### config.mk
export PLATFORM = sky130hd
export DESIGN_NAME = pulse_debouncer
export DESIGN_NICKNAME = d
export VERILOG_FILES = /design/src/rtl/pulse_debouncer.sv
export SDC_FILE = /design/constraint.sdc
export NUM_CORES = 1
export LEC_CHECK = 0
export CAP_MARGIN = 10
export CORE_AREA = 5 5 42 44
export CTS_BUF_LIST = sky130_fd_sc_hd__clkbuf_4
export CTS_CLUSTER_SIZE = 28
export DETAILED_ROUTE_END_ITERATION = 12
export DIE_AREA = 0 0 47 49
export PLACE_DENSITY = 0.46
export SYNTH_ARGS = -nofsm -noshare
export SYNTH_HDL_FRONTEND = slang
export SYNTH_SLANG_ARGS = --single-unit
### constraint.sdc
create_clock -name clk_i -period 1.5 [get_ports clk_i]
set_input_delay 0.3 -clock clk_i [delete_from_list [all_inputs] [get_ports clk_i]]
set_output_delay 0.3 -clock clk_i [all_outputs]
set_load 0.1 [all_outputs]
### src/rtl/pulse_debouncer.sv
// pulse_debouncer: conditions a raw, bouncy, asynchronous push-button level for the
// mod-3 pulse counter. It produces a debounced level and one strobe per accepted press.
//
// Parameters:
//   DEBOUNCE_CYCLES - consecutive synchronized samples at the new level needed to accept a
//                     transition (legal range 2 .. 2**CNT_W)
//   CNT_W           - width of the stability counter
//
// Ports:
//   clk_i   - system clock, rising edge
//   rst_ni  - asynchronous active-low reset
//   in_i    - raw external level, asynchronous to clk_i, may bounce
//   level_o - debounced level (registered)
//   pulse_o - one-cycle strobe per accepted rising edge (registered); feeds counter input
//   busy_o  - high while a candidate transition is being qualified

module pulse_debouncer #(
  parameter int unsigned DEBOUNCE_CYCLES = 4,
  parameter int unsigned CNT_W           = 3
) (
  input  logic clk_i,
  input  logic rst_ni,
  input  logic in_i,
  output logic level_o,
  output logic pulse_o,
  output logic busy_o
);

  // Terminal count; DEBOUNCE_CYCLES <= 2**CNT_W guarantees it fits, so cnt_q never wraps.
  localparam logic [CNT_W-1:0] CntLast = CNT_W'(DEBOUNCE_CYCLES - 1);
  localparam logic [CNT_W-1:0] CntOne  = CNT_W'(1);

  typedef enum logic [1:0] {
    StIdle,
    StRiseWait,
    StHigh,
    StFallWait
  } state_e;

  state_e           state_q;
  logic [CNT_W-1:0] cnt_q;
  logic             sync1_q;
  logic             sync_q;
  logic             level_q;
  logic             pulse_q;

  always_ff @(posedge clk_i or negedge rst_ni) begin
    if (!rst_ni) begin
      state_q <= StIdle;
      cnt_q   <= '0;
      sync1_q <= 1'b0;
      sync_q  <= 1'b0;
      level_q <= 1'b0;
      pulse_q <= 1'b0;
    end else begin
      // Two-flop synchronizer; only sync_q is allowed to influence the FSM.
      sync1_q <= in_i;
      sync_q  <= sync1_q;
      // Strobe lasts one cycle unless re-armed below.
      pulse_q <= 1'b0;

      unique case (state_q)
        StIdle: begin
          if (sync_q) begin
            state_q <= StRiseWait;
            cnt_q   <= CntOne;
          end else begin
            cnt_q <= '0;
          end
        end
        StRiseWait: begin
          if (!sync_q) begin
            // Glitch: fall back to the stable low state and start over.
            state_q <= StIdle;
            cnt_q   <= '0;
          end else if (cnt_q == CntLast) begin
            state_q <= StHigh;
            cnt_q   <= '0;
            level_q <= 1'b1;
            pulse_q <= 1'b1;
          end else begin
            cnt_q <= cnt_q + CntOne;
          end
        end
        StHigh: begin
          if (!sync_q) begin
            state_q <= StFallWait;
            cnt_q   <= CntOne;
          end else begin
            cnt_q <= '0;
          end
        end
        StFallWait: begin
          if (sync_q) begin
            // Bounce on release: stay high and never re-pulse.
            state_q <= StHigh;
            cnt_q   <= '0;
          end else if (cnt_q == CntLast) begin
            state_q <= StIdle;
            cnt_q   <= '0;
            level_q <= 1'b0;
          end else begin
            cnt_q <= cnt_q + CntOne;
          end
        end
        default: begin
          state_q <= StIdle;
          cnt_q   <= '0;
        end
      endcase
    end
  end

  assign level_o = level_q;
  assign pulse_o = pulse_q;
  assign busy_o  = (state_q == StRiseWait) || (state_q == StFallWait);

endmodule

==> results_dict.tcl, run 1 <==
set metrics [dict create \
    p_leak_uw 0.000211 \
    critPathLaunchType "flop" \
    clock_latency_ns 0.25 \
    vias 224 \
    setup_slack_ns 0.260 \
    drive_above_1_share 0.364 \
    viasPerCell 4.57 \
    final_common_cell "dfrtp_1" \
    grt_pass1_vias 270 \
    cp_slowest_cell "dfrtp_1" \
    port_buffers 5 \
    nets 38 \
    coreArea_mm2 0.00140 \
    antenna_found_initial 0 \
    route.met3.wl_um 22 \
    post_cts_resized 0 \
    p_per_area_mw_per_mm2 1860 \
    cts_num_sinks 9 \
    drt-met1-wl_um 227 \
    place_ws_ns 0.263 \
    ioPinCount 6 \
    slew-limit-headroom 0.740 \
    top_layer "met4" \
    grt_max_degree 10 \
    syn_nets 29 \
    wl_um 546 \
    critical_path_class "reg2reg" \
    min_period_ns 1.24 \
    drt-pass1-iter-count 4 \
    ys_ff_latch 9 \
    drt_iter0_drc 3 \
    max-vdd-ir-drop_mv 0.692 \
    cpPeakStageDelay_ns 0.37 \
    area_growth_syn_to_layout_pct 36.2 \
    yosys_warnings 0 \
    skew_ns 0.00124 \
    rsz0062_at_grt "false" \
    synth_cell_types 13 \
    wl_per_cell_um 11.1 \
    clockRootBuffer "clkbuf_4" \
    path_cells "ha_1, nand3b_1, mux2_2" \
    ys_seq_area_frac 0.645 \
    clk_pin_slew_ns 0.06 \
    tightest_slew_ns 0.388 \
    grt_usage 0.0647 \
    dieHeight_um 49 \
    crit_fanout 4 \
    cts_tree "done" \
    netlist_area_um2 349 \
    drcViolationCount 0 \
    cts_made_buffers 3 \
    setup_tns_ns 0 \
    finalHoldViolations 0 \
    cts_setup_buffers 0 \
    hold_class "in2async" \
    drv_cap 0 \
    status "finished clean" \
    setup_viol_count_final 0 \
    cts_hold_buf 0 \
    final_cell_mix "dfrtp_1, clkbuf_4, o21ai_0, buf_12" \
    final_util 0.339 \
    synthCells 25 \
    die_w_um 47 \
    stdcell_area_um2 475 \
    fin_crit_sh 0.827 \
    cp-end-kind "flop" \
    max_freq_mhz 806 \
    grt_overflow 0 \
    final_max_slew_viol_count 0 \
    die-area_mm2 0.00230 \
    htree_levels 1 \
    wl_met2_um 283 \
    crit_required_ns 1.64 \
    grt_pass1_wl_mm 1.01 \
    clock_tree.buffer_depth 2 \
    ant_nets 0 \
    worstPathArrival_ns 1.38 \
    placed_cell_area_um2 445 \
    place.gp.congestion 0.745 \
    num_antenna_cells 0 \
    synth_area_per_cell_um2 14.0 \
    rows 14 \
    p_total_uw 884 \
    initial_utilization 0.249 \
]
[kinds of logic after synthesis]
logic type               synth area share
multiplexers                       0.0323
buffers and inverters              0.0107
XOR/XNOR                           0.0251
flip-flops                          0.645
AO/OA/AOI/OAI                      0.0609
AND/OR/NAND/NOR                     0.190
adder cells (fa/ha/maj)            0.0358
[stage by stage]
stage,instances,hold slack [ns]
final,49,0.335
after global routing,49,0.364
after CTS,49,0.339
after detailed placement,45,0.337
after global placement,45,0.339
after floorplan,25,0.00441
[report_power, final]
group	internal (µW)	leakage (µW)	switching [µW]
registers	301	0.000110	54.1
clock network	120	0.0000184	74.5
logic	142	0.0000821	193
[routing by layer]
layer | vias up | track usage
li1 | 104 | -
met1 | 113 | 0.0588
met2 | 5 | 0.0928
met3 | 2 | 0.0332
met4 | 0 | 0.0691
met5 | - | 0
[cells in the mapped netlist, drive strengths merged]
cell type | instances | area share
dfrtp | 9 | 0.65
a31oi | 1 | 0.018
ha | 1 | 0.036
mux2 | 1 | 0.032
and2b | 1 | 0.022
nand3b | 1 | 0.022
nor3b | 3 | 0.093
and2 | 2 | 0.043
o21ai | 3 | 0.043
xor2 | 1 | 0.025
nand2 | 1 | 0.011
clkbuf | 1 | 0.011
[area by class of cell]
class / count / area, µm²
Fill cell: 146 / 926
Sequential cell: 9 / 225
Multi-Input combinational cell: 15 / 120
Timing Repair Buffer: 5 / 80.1
Clock buffer: 4 / 30.0
Tap cell: 16 / 20.0
[worst max-delay path, delay by kind of cell, from the launching register on]
| kind | cells | cell delay [ns] |
|---|---|---|
| mux | 1 | 0.35 |
| fa+ha+maj | 1 | 0.23 |
| flops | 1 | 0.37 |
| simple gates | 1 | 0.17 |
[final timing paths]
path | startpoint | to | slack (ns) | depth (start not counted)
min in group clk_i | sync1_q | sync_q | 0.36 | 0
worst min-delay path | rst_ni | async pin | 0.33 | 1
worst max register to register | cnt_q[0] | flop | 0.26 | 3
worst max-delay path | cnt_q[0] | flop | 0.26 | 3
worst min register to register | sync1_q | sync_q | 0.36 | 0
max in group asynchronous | rst_ni | cnt_q[0] | 0.89 | 1
No activity file was read; power rests on OpenSTA's default activity.
==> run 2: changes to the inputs <==
clock period = 1.3 ns   (was 1.5 ns; I/O delays follow)
==> results_dict.tcl, run 2 (synthesis gave the netlist of run 1 again) <==
set metrics [dict create \
    reg2reg_depth 3 \
    p_leak_uw 0.000220 \
    multiInputGateArea_um2 120 \
    hold_class "in2async" \
    drt_iter0_drc 2 \
    setup_slack_ns 0.0692 \
    port_buffers 5 \
    holdWs_ns 0.286 \
    antenna_found_initial 0 \
    coreArea_mm2 0.00140 \
    ant_nets 0 \
    status "finished clean" \
    place_ws_ns 0.123 \
    drv_cap 0 \
    setup_tns_ns 0 \
    die_w_um 47 \
    area_growth_syn_to_layout_pct 40.5 \
    min_period_ns 1.23 \
    nets 40 \
    drt-pass1-iter-count 4 \
    ioPinCount 6 \
    cts_hold_buf 0 \
    final_max_slew_viol_count 0 \
    vias 228 \
    grt_usage 0.0790 \
    rsz0062_at_grt "false" \
    placed_cell_area_um2 460 \
    grt_pass1_wl_mm 1.20 \
    cts_tree "done" \
    tightest_slew_ns 0.409 \
    drive_above_1_share 0.400 \
    stdcell_area_um2 490 \
    clock_latency_ns 0.27 \
    skew_ns 0.00535 \
    critPathLaunch "state_q[0]" \
    setup_viol_count_final 0 \
    crit_required_ns 1.04 \
    cts_made_buffers 3 \
    clock_tree.buffer_depth 2 \
    dieHeight_um 49 \
    fill_cells 145 \
    grt_pass1_vias 267 \
    grt_overflow 0 \
    cts_setup_buffers 0 \
    p_per_area_mw_per_mm2 2210 \
    finalHoldViolations 0 \
    slew-limit-headroom 0.726 \
    crit_fanout 4 \
    place.gp.congestion 0.783 \
    wl_um 668 \
    die-area_mm2 0.00230 \
    max_freq_mhz 812 \
    cp-end-kind "output port" \
    regArea_um2 225 \
    num_antenna_cells 0 \
    max-vdd-ir-drop_mv 0.765 \
    final_common_cell "dfrtp_1" \
    r2r_start "cnt_q[0]" \
    clockRootBuffer "clkbuf_4" \
    rrSetupSlack_ns 0.10 \
    rows 14 \
    viasPerCell 4.47 \
    wl_per_cell_um 13.1 \
    critPathLaunchType "flop" \
    worstPathArrival_ns 0.97 \
    initial_utilization 0.249 \
    htree_levels 1 \
    dp_cells 47 \
    stdcell_count 51 \
    final_cell_mix "dfrtp_1, clkbuf_4, o21ai_0, buf_12" \
    critical_path_class "reg2out" \
    clk_pin_slew_ns 0.06 \
    drcViolationCount 0 \
    cts_num_sinks 9 \
    endpoint "busy_o" \
    place_hpwl_um 447 \
    fin_crit_sh 0.947 \
    grt_max_degree 10 \
]
run 2: changes by cell type in the layout (fill, tap and decap cells not counted):
cell and change:
buf_4 +2
run 2: report_power, final:
part / internal, µW / total, µW / switching, µW
sequential: 347 / 395 / 48.2
clock: 140 / 244 / 105
combinational: 189 / 442 / 253
run 2: critical path, cell delays in order, from the launching register on:
cell and delay [ns]:
dfrtp_1 0.38, buf_4 0.16, buf_12 0.16
run 2: routing by layer:
layer / global-route usage / part of all wire / routed length (µm)
met4: 0.0829 / 0.040 / 27
met1: 0.0795 / 0.39 / 260
met2: 0.109 / 0.52 / 349
met3: 0.0369 / 0.045 / 30
met5: 0 / 0 / 0
run 2: layout make-up:
cell class | instances | area share
clock buffer | 4 | 0.0612
multi-input combinational | 15 | 0.245
sequential | 9 | 0.459
tap | 16 | 0.0408
timing repair buffer | 7 | 0.194
run 2: worst min-delay path by stage:
stage / endpoint
2_1_floorplan: async pin
3_3_place_gp: sync_q
3_5_place_dp: sync_q
4_1_cts: cnt_q[0]
5_1_grt: cnt_q[0]
6_report: cnt_q[0]
run 2: stage by stage:
step                      total power [µW]   util
after floorplan                        678      -
after CTS                             1100  0.350
after global routing                  1150  0.350
after detailed placement               836  0.329
final                                 1080  0.350
after global placement                 828  0.329
run 2: repair_timing:
action	in CTS	in global routing
setup endpoints to repair	0	1
resized for setup	0	0
endpoints found under the hold margin	0	0
==> run 3: changes to the inputs <==
PLACE_DENSITY = 0.43   (was 0.46)
==> results_dict.tcl, run 3 (synthesis gave the netlist of run 1 again) <==
set metrics [dict create \
    status "finished clean" \
    htree_levels 1 \
    fin_crit_sh 0.921 \
    pwr-share-comb 0.415 \
    final_cell_mix "dfrtp_1, clkbuf_4, o21ai_0, buf_12" \
    drive_above_1_share 0.429 \
    cts_made_buffers 3 \
    use_met3 0.0443 \
    wl_um 576 \
    max_freq_mhz 835 \
    die_w_um 47 \
    finalHoldViolations 0 \
    setup_viol_count_final 0 \
    grtUsageMet2 0.0905 \
    crit_required_ns 1.04 \
    drt-pass1-iter-count 2 \
    die-area_mm2 0.00230 \
    grt_overflow 0 \
    grt-busiest-layer "met2" \
    grt_usage 0.0704 \
    rows 14 \
    viasPerCell 4.47 \
    internal_power_uw 676 \
    placed_cell_area_um2 460 \
    place.gp.congestion 0.738 \
    stdcell_area_um2 493 \
    critical_path_class "reg2out" \
    grt_pass1_wl_mm 1.04 \
    clockPowerShare 0.214 \
    place_hpwl_um 477 \
    p_per_area_mw_per_mm2 2130 \
    final_common_cell "dfrtp_1" \
    ioPinCount 6 \
    drt_iter0_drc 3 \
    seqPwrFrac 0.371 \
    cts_tree "done" \
    clock_tree.buffer_depth 2 \
    cts_setup_buffers 0 \
    vias 228 \
    rsz0062_at_grt "false" \
    initial_utilization 0.249 \
    clk_pin_slew_ns 0.06 \
    critPathLaunchType "flop" \
    drcViolationCount 0 \
    clockRootBuffer "clkbuf_4" \
    drv_cap 0 \
    cp-end-kind "output port" \
    sw_frac_of_total 0.357 \
    ant_nets 0 \
    post_cts_resized 0 \
    cts_num_sinks 9 \
    wl_per_cell_um 11.3 \
    tightest_slew_ns 0.411 \
    antenna_found_initial 0 \
    use_met1 0.0726 \
    clock_latency_ns 0.25 \
    num_antenna_cells 0 \
    p_leak_uw 0.000217 \
    grt_max_degree 10 \
    worstPathArrival_ns 0.94 \
    area_growth_syn_to_layout_pct 41.2 \
    switching_power_uw 375 \
    coreArea_mm2 0.00140 \
    min_period_ns 1.20 \
    nets 40 \
    skew_ns 0.00134 \
    fill_cells 145 \
    cts_hold_buf 0 \
    final_max_slew_viol_count 0 \
    dieHeight_um 49 \
    port_buffers 5 \
    hold_class "in2async" \
    max-vdd-ir-drop_mv 0.854 \
    setup_tns_ns 0 \
    slew-limit-headroom 0.725 \
    crit_fanout 4 \
    grt_pass1_vias 245 \
]
-- run 3: per-layer routing --
metal	routed length, µm	vias to the layer above
met5	0	-
met4	25	0
met3	38	4
met2	292	8
met1	220	110
li1	-	106
-- run 3: final cells by class --
cell class / instances / area, µm² / area share
sequential: 9 / 225 / 0.457
multi-input combinational: 15 / 123 / 0.249
tap: 16 / 20.0 / 0.0406
timing repair buffer: 7 / 95.1 / 0.193
clock buffer: 4 / 30.0 / 0.0609
-- run 3: metrics by stage --
stage,hold slack (ns),utilization,setup WS (ns),cells,power (µW)
after floorplan,-0.0356,-,0.0365,25,678
after global placement,0.344,0.329,0.117,47,826
after detailed placement,0.348,0.329,0.109,47,837
after CTS,0.308,0.350,0.0911,51,1070
after global routing,0.320,0.352,0.00866,51,1120
final,0.306,0.352,0.102,51,1050
-- run 3: critical path: stages, from the launching register on --
cell     delay, ns
dfrtp_1       0.37
buf_4         0.15
buf_12        0.16
-- run 3: power groups by stage --
stage / clock [µW] / sequential [µW] / combinational, µW
floorplan: 0 / 411 / 267
global placement: 0 / 393 / 432
detailed placement: 0 / 395 / 442
CTS: 237 / 391 / 440
global route: 254 / 401 / 465
finish: 225 / 390 / 436
-- run 3: path summary, 6_finish.rpt --
path / from / end / slack [ns] / cells after the start
worst max-delay path: state_q[0] / busy_o / 0.10 / 2
min in group clk_i: sync1_q / sync_q / 0.36 / 0
worst max register to register: cnt_q[0] / flop / 0.14 / 3
worst min register to register: sync1_q / sync_q / 0.36 / 0
max in group asynchronous: rst_ni / cnt_q[0] / 0.71 / 1
worst min-delay path: rst_ni / pulse_o / 0.31 / 1
